$ cat src/rtl/req_encoder_rr_pkg.sv
// req_encoder_rr_pkg: shared router constants, index-to-one-hot helper and lock states
package req_encoder_rr_pkg;
  localparam int ENC_N = 16;
  localparam int ENC_W = $clog2(ENC_N);
  typedef enum logic {IDLE = 1'b0, LOCKED = 1'b1} lock_state_t;
  function automatic logic [ENC_N-1:0] idx2onehot(input logic [ENC_W-1:0] i);
    return ENC_N'(1) << i;
  endfunction
endpackage

$ cat src/rtl/req_encoder_rr_rr_pick.sv
// rr_pick: round-robin search for the first set request at or above ptr, wrapping to bit 0
module rr_pick #(
  parameter int N = 16,
  localparam int W = $clog2(N)
) (
  input  logic [N-1:0] req,
  input  logic [W-1:0] ptr,
  output logic         found,
  output logic [W-1:0] k
);
  logic [N-1:0] masked;
  logic [W-1:0] km, ku;
  assign masked = req & ~((N'(1) << ptr) - N'(1));
  assign found = |req;
  always_comb begin
    km = '0;
    ku = '0;
    for (int i = N - 1; i >= 0; i--) begin
      if (masked[i]) km = W'(i);
      if (req[i]) ku = W'(i);
    end
  end
  // Nothing at or above ptr means the search wrapped: take the lowest request overall
  assign k = |masked ? km : ku;
endmodule

$ cat src/rtl/req_encoder_rr.sv
// req_encoder_rr: registered N-to-log2(N) round-robin request encoder with valid/ready output.
// Optional packet lock (re-grant while the locked request stays high) under ENC_HOLD_EN.
module req_encoder_rr
  import req_encoder_rr_pkg::*;
#(
  parameter int N = ENC_N
) (
  input  logic                 clock,
  input  logic                 resetn,
  input  logic [N-1:0]         req,
  input  logic                 out_ready,
  output logic                 out_valid,
  output logic [$clog2(N)-1:0] out_idx,
  output logic [N-1:0]         out_onehot,
  output logic                 busy
);
  localparam int W = $clog2(N);
  logic [W-1:0] ptr, k, gnt_idx;
  logic found, hold, gnt, load;
  assign load = ~out_valid | out_ready;
  assign busy = |req | out_valid;
  rr_pick #(.N(N)) u_pick (.req(req), .ptr(ptr), .found(found), .k(k));
`ifdef ENC_HOLD_EN
  lock_state_t state, state_n;
  always_ff @(posedge clock or negedge resetn)
    if (!resetn) state <= IDLE;
    else state <= state_n;
  always_comb begin
    state_n = state;
    if (load) state_n = gnt ? LOCKED : IDLE;
  end
  // While locked, out_idx is the lock index; ptr already sits at lock_idx+1
  assign hold = state == LOCKED && req[out_idx];
`else
  assign hold = 1'b0;
`endif
  assign gnt = hold | found;
  assign gnt_idx = hold ? out_idx : k;
  always_ff @(posedge clock or negedge resetn)
    if (!resetn) begin
      out_valid  <= 1'b0;
      out_idx    <= '0;
      out_onehot <= '0;
      ptr        <= '0;
    end else if (load) begin
      out_valid  <= gnt;
      out_onehot <= gnt ? N'(1) << gnt_idx : '0;
      if (gnt) out_idx <= gnt_idx;
      if (found && !hold) ptr <= k + 1'b1;
    end
endmodule

$ cat config.mk
export PLATFORM = sky130hd
export DESIGN_NAME = req_encoder_rr
export DESIGN_NICKNAME = d
export VERILOG_FILES = /design/src/rtl/req_encoder_rr_pkg.sv /design/src/rtl/req_encoder_rr_rr_pick.sv /design/src/rtl/req_encoder_rr.sv
export SDC_FILE = /design/constraint.sdc
export NUM_CORES = 1
export LEC_CHECK = 0
export BUFFER_PORTS_ARGS = -buffer_cell sky130_fd_sc_hd__buf_4
export CELL_PAD_IN_SITES_DETAIL_PLACEMENT = 1
export CELL_PAD_IN_SITES_GLOBAL_PLACEMENT = 1
export CORE_MARGIN = 8
export CORE_UTILIZATION = 30
export CTS_CLUSTER_SIZE = 10
export DETAILED_ROUTE_END_ITERATION = 6
export PLACE_DENSITY = 0.63
export SLEW_MARGIN = 25
export SYNTH_ARGS = -nofsm -noshare
export SYNTH_HDL_FRONTEND = slang
export SYNTH_SLANG_ARGS = --single-unit
$ cat constraint.sdc
create_clock -name clock -period 8.09 [get_ports clock]
set_input_delay 1.618 -clock clock [delete_from_list [all_inputs] [get_ports clock]]
set_output_delay 1.618 -clock clock [all_outputs]
set_load 0.02 [all_outputs]
== After elaboration in Yosys (flattened, before gate mapping) ==
Cells that the tools add are included.
Cells by class
  reduce and logical (&&, ||, !) cells: 3
  add/subtract/negate cells: 2
  bitwise operators: 5
  mux-type cells: 34
  shift operators: 2
Operator list (number)
  two-way mux 4 bit: 33
  OR reduction 16 bit: 2
  << shifter 1 x 4 -> 16 bit (first input constant): 2
  AND 16 bit: 1
  two-way mux 16 bit: 1
  inverter 16 bit: 1
  subtractor 16 x 1 -> 16 bit (second input constant): 1
  adder 4 x 1 -> 4 bit (second input constant): 1
  OR 1 bit: 2
  AND reduction 2 bit: 1
  inverter 1 bit: 1
Storage, ports and cells
  output and inout port bits: 22
  register bits after elaboration: 25
  word-level logic and storage cells: 50

== Logic depth before layout (Yosys ltp) ==
  depth after elaboration: 23
  gate-level depth with buffers: 17
  mapped depth without buffers: 15

== Cells and area by module ==
Synthesis repeated with hierarchy kept, for this count alone.
Unflattened totals
  cells, all modules: 212
  area total of the unflattened synthesis: 1778.0 µm²
Modules (own cells, without submodules)
  req_encoder_rr: area an instance 1097.3 µm², sequential area each 625.6 µm², cells each 98, times used 1
  rr_pick: area an instance 680.7 µm², sequential area each 0.0 µm², cells each 114, times used 1

== Least setup slack after synthesis ==
No wires, ideal clock.
  path type: input to output
  from: input port req[11]
  to: output port busy
  setup slack: 3594 ps
  arrival: 2878 ps
  cell stages on the path: 4
  cells stage by stage: or4_1 -> nor4_1 -> nand2b_1 -> or2_2
On the way
  word-level cells in the longest chain between the ends: 2
Ends and longest elaborated chain
  start, declared: RTL line req_encoder_rr.sv:10  | input logic [N-1:0] req,
  OR reduction 16 bit: RTL line req_encoder_rr.sv:21  | assign busy = |req | out_valid;
  OR 1 bit: RTL line req_encoder_rr.sv:21
  end, declared: RTL line req_encoder_rr.sv:15  | output logic busy
Every way passes these cells.

== Worst setup path after layout ==
Ends and elaborated chain as after synthesis.

==> results by group <==
Routing
  • # DRC: 0
  • DR pass1 iterations: 4
  • Detail Route Antenna Nets: 0
  • Vias: 1,867
  • Via/cell ratio: about 5.5
  • Routed wire per std cell: between 15 and 20 µm
  • Iteration-0 DRC count of the detailed router: approximately 110
  • Drt total wl: between 5000 and 6000 µm

Clock network
  • CTS H-tree depth: 1
  • Clock root cell: clkbuf_8
  • Reg clk slew, reported paths: ~0.10 ns
  • Post-CTS Setup Inserts: 0
  • Clock latency at the later pin of the worst-skew pair: between 0.2 and 0.3 ns
  • Post-CTS Hold Buffers: 0
  • CTS tree: yes
  • Max Root-Sink Buffers: 2
  • Clock Sinks: 25
  • PostCTS Resize Cnt: 0
  • Cts bufs inserted: 3

Timing
  • RSZ-0062 raised after global routing: no
  • Post-route setup TNS: 0 ns
  • F_max: a little over 200 MHz
  • Max Slew Vio Count: 0
  • Minimum clock period: around 4.9 ns
  • Final setup viols: 0
  • Slew @ Worst Pin: about 0.8 ns
  • Final period utilization: between 60% and 70%
  • Final hold violations: 0
  • Clock skew: between 0.006 and 0.007 ns
  • Max-slew headroom: between 40% and 50%
  • Minimum hold slack: roughly 0.49 ns

Synth
  • Synthesis warning total: 0
  • Post-synth ARST share: 100%
  • Unique masters post-synth: about 60
  • Post-Synthesis Cell Area: between 1500 and 2000 µm²
  • Synth Register Bits: 25
  • Predominant post-synthesis flop cell: dfrtp_1
  • Average cell area after synthesis: slightly below 9 µm²
  • Gate Count Post-Synth: 227
  • Seq/Total Area, Yosys: 31.9%
  • Area leader, netlist: dfrtp_1
  • Synth top area share: 31.9%
  • Post-synth EDFFs: 0
  • Syn nets: approximately 250
  • Top cells by area, synth: dfrtp_1, a22o_1, nand2_1

GRT
  • Remaining Overflow, GRT: 0
  • First-pass GRT wire length: approximately 10,000 µm
  • Initial antenna violation count: 0
  • Vias in the first global route: just under 2,000
  • Largest net degree at the start of global routing: 26
  • All-layer global routing usage: 12.7%

Die
  • Die area: approximately 9400 µm²
  • Die W: slightly below 100 µm
  • Core area: about 6300 µm²
  • # rows: 29
  • Initial Util: slightly above 30%
  • IO Pins: a little over 40
  • Die Ht: roughly 97 µm

Hold path
  • Worst Hold Class: flop to flop

Critical path
  • WS Path Type: input pin to primary output
  • Element type at the critical path start: input pin
  • Setup crit end kind: primary output
  • Required time of the critical path: approximately 6.5 ns
  • Maximum fanout along the worst path: 5
  • Data arrival time of the worst path: around 3.3 ns

Cells and area
  • Area growth, synth to finish: 20.0%
  • Most frequent cells in the layout: buf_4, dfrtp_1, nand2_1, nor2_1, a22o_1
  • Fraction of layout cells with a size suffix above 1: 26.2%
  • Most common cell after layout, fill and taps aside: buf_4
  • Multi-input gate area in the final layout: 1230 µm²
  • Register area: about 630 µm²
  • Fillcell total: approximately 750
  • Nets: between 200 and 300
  • # diodes: 0

Placement
  • RePlAce Congestion: 0.882
  • Detail Placement HPWL: around 4600 µm
  • I/O Buffers: 40

Job
  • # Max-Cap Violations: 0

Power and ir drop
  • PD cells: about 360 nW/µm²
  • LEAKAGE: between 1 and 1.5 nW
  • Peak VDD IR: around 0.14 mV

Outcome
  • Status: finished, final reports clean
-- through the flow --
stage               utilization [%]  cells  worst slack [ns]  total power, mW  instance area [µm²]
floorplan                         -    227              3.59            0.613                 1960
global placement               36.3    333              3.20            0.771                 2310
detailed placement             36.3    333              3.15            0.773                 2310
CTS                            37.1    337              3.17            0.853                 2350
global route                   37.1    337              2.97            0.923                 2350
finish                         37.1    337              3.18            0.843                 2350
-- sequential cells by signal, summed over array words and instances (netlist names) --
| register | cells |
|---|---|
| out_onehot | 16 |
| out_idx | 4 |
| ptr | 4 |
| out_valid | 1 |
-- cell usage after synthesis, drive strengths merged (2+ instances only) --
library cell / number
o31ai: 3
o32ai: 2
a211oi: 2
o21ai: 10
nand4: 3
o21bai: 2
nor2: 18
nor4b: 2
mux2i: 2
a31oi: 3
or2: 4
nor2b: 4
inv: 13
nor4: 7
ha: 7
a221oi: 3
nor3: 7
and3: 3
clkbuf: 4
or4: 2
a2bb2oi: 2
nand3: 8
a21o: 3
or3: 3
dfrtp: 25
a21oi: 9
nand2b: 10
nand2: 24
o22ai: 2
buf: 8
a22o: 16
-- critical path: stages --
cell and delay [ns]:
buf_4 0.13, or4_1 0.56, nor4_1 0.33, nand2b_1 0.19
or2_2 0.31, buf_4 0.16
-- area by class of cell --
class	instances	area share, %
clock inverters	1	0.319
multi-input cells	177	52.1
inverters	13	2.07
clock buffers	3	1.75
flip-flops and latches	25	26.6
repair buffers	41	13.1
well taps	77	4.09
-- power by group --
part / total (mW) / switching, mW / internal [mW] / leakage, nW
clock: 0.0778 / 0.0429 / 0.0349 / 0.0217
combinational: 0.530 / 0.303 / 0.228 / 0.726
sequential: 0.235 / 0.0708 / 0.164 / 0.327
total: 0.843 / 0.416 / 0.427 / 1.07
-- cell families (layout without fill, tap and decap cells) --
group,after synthesis,count (layout),share of synthesized area (%)
AND/OR/NAND/NOR,99,99,29.9
adder cells (fa/ha/maj),7,7,4.46
multiplexers,3,3,1.79
flip-flops,25,25,31.9
AO/OA/AOI/OAI,68,68,26.4
buffers and inverters,25,58,5.55
-- layer usage --
layer | share of wire [%] | GRT usage, % | vias up
met5 | 0 | 0 | -
met4 | 0.61 | 2.13 | 0
met3 | 4.3 | 2.28 | 2
met2 | 46 | 21.2 | 38
met1 | 49 | 16.8 | 915
li1 | - | - | 912
-- final timing paths --
check	slack, ns	endpoint	cells past startpoint	start
max	3.18	busy	6	req[11]
min	0.49	out_idx[3]	1	out_idx[3]
max reg2reg	4.10	out_onehot[3]	13	ptr[3]
min reg2reg	0.49	out_idx[3]	1	out_idx[3]
max in group asynchronous	6.61	ptr[3]	1	resetn
min in group asynchronous	1.23	ptr[0]	1	resetn
Note: power is estimated with default switching activity, not from simulation.
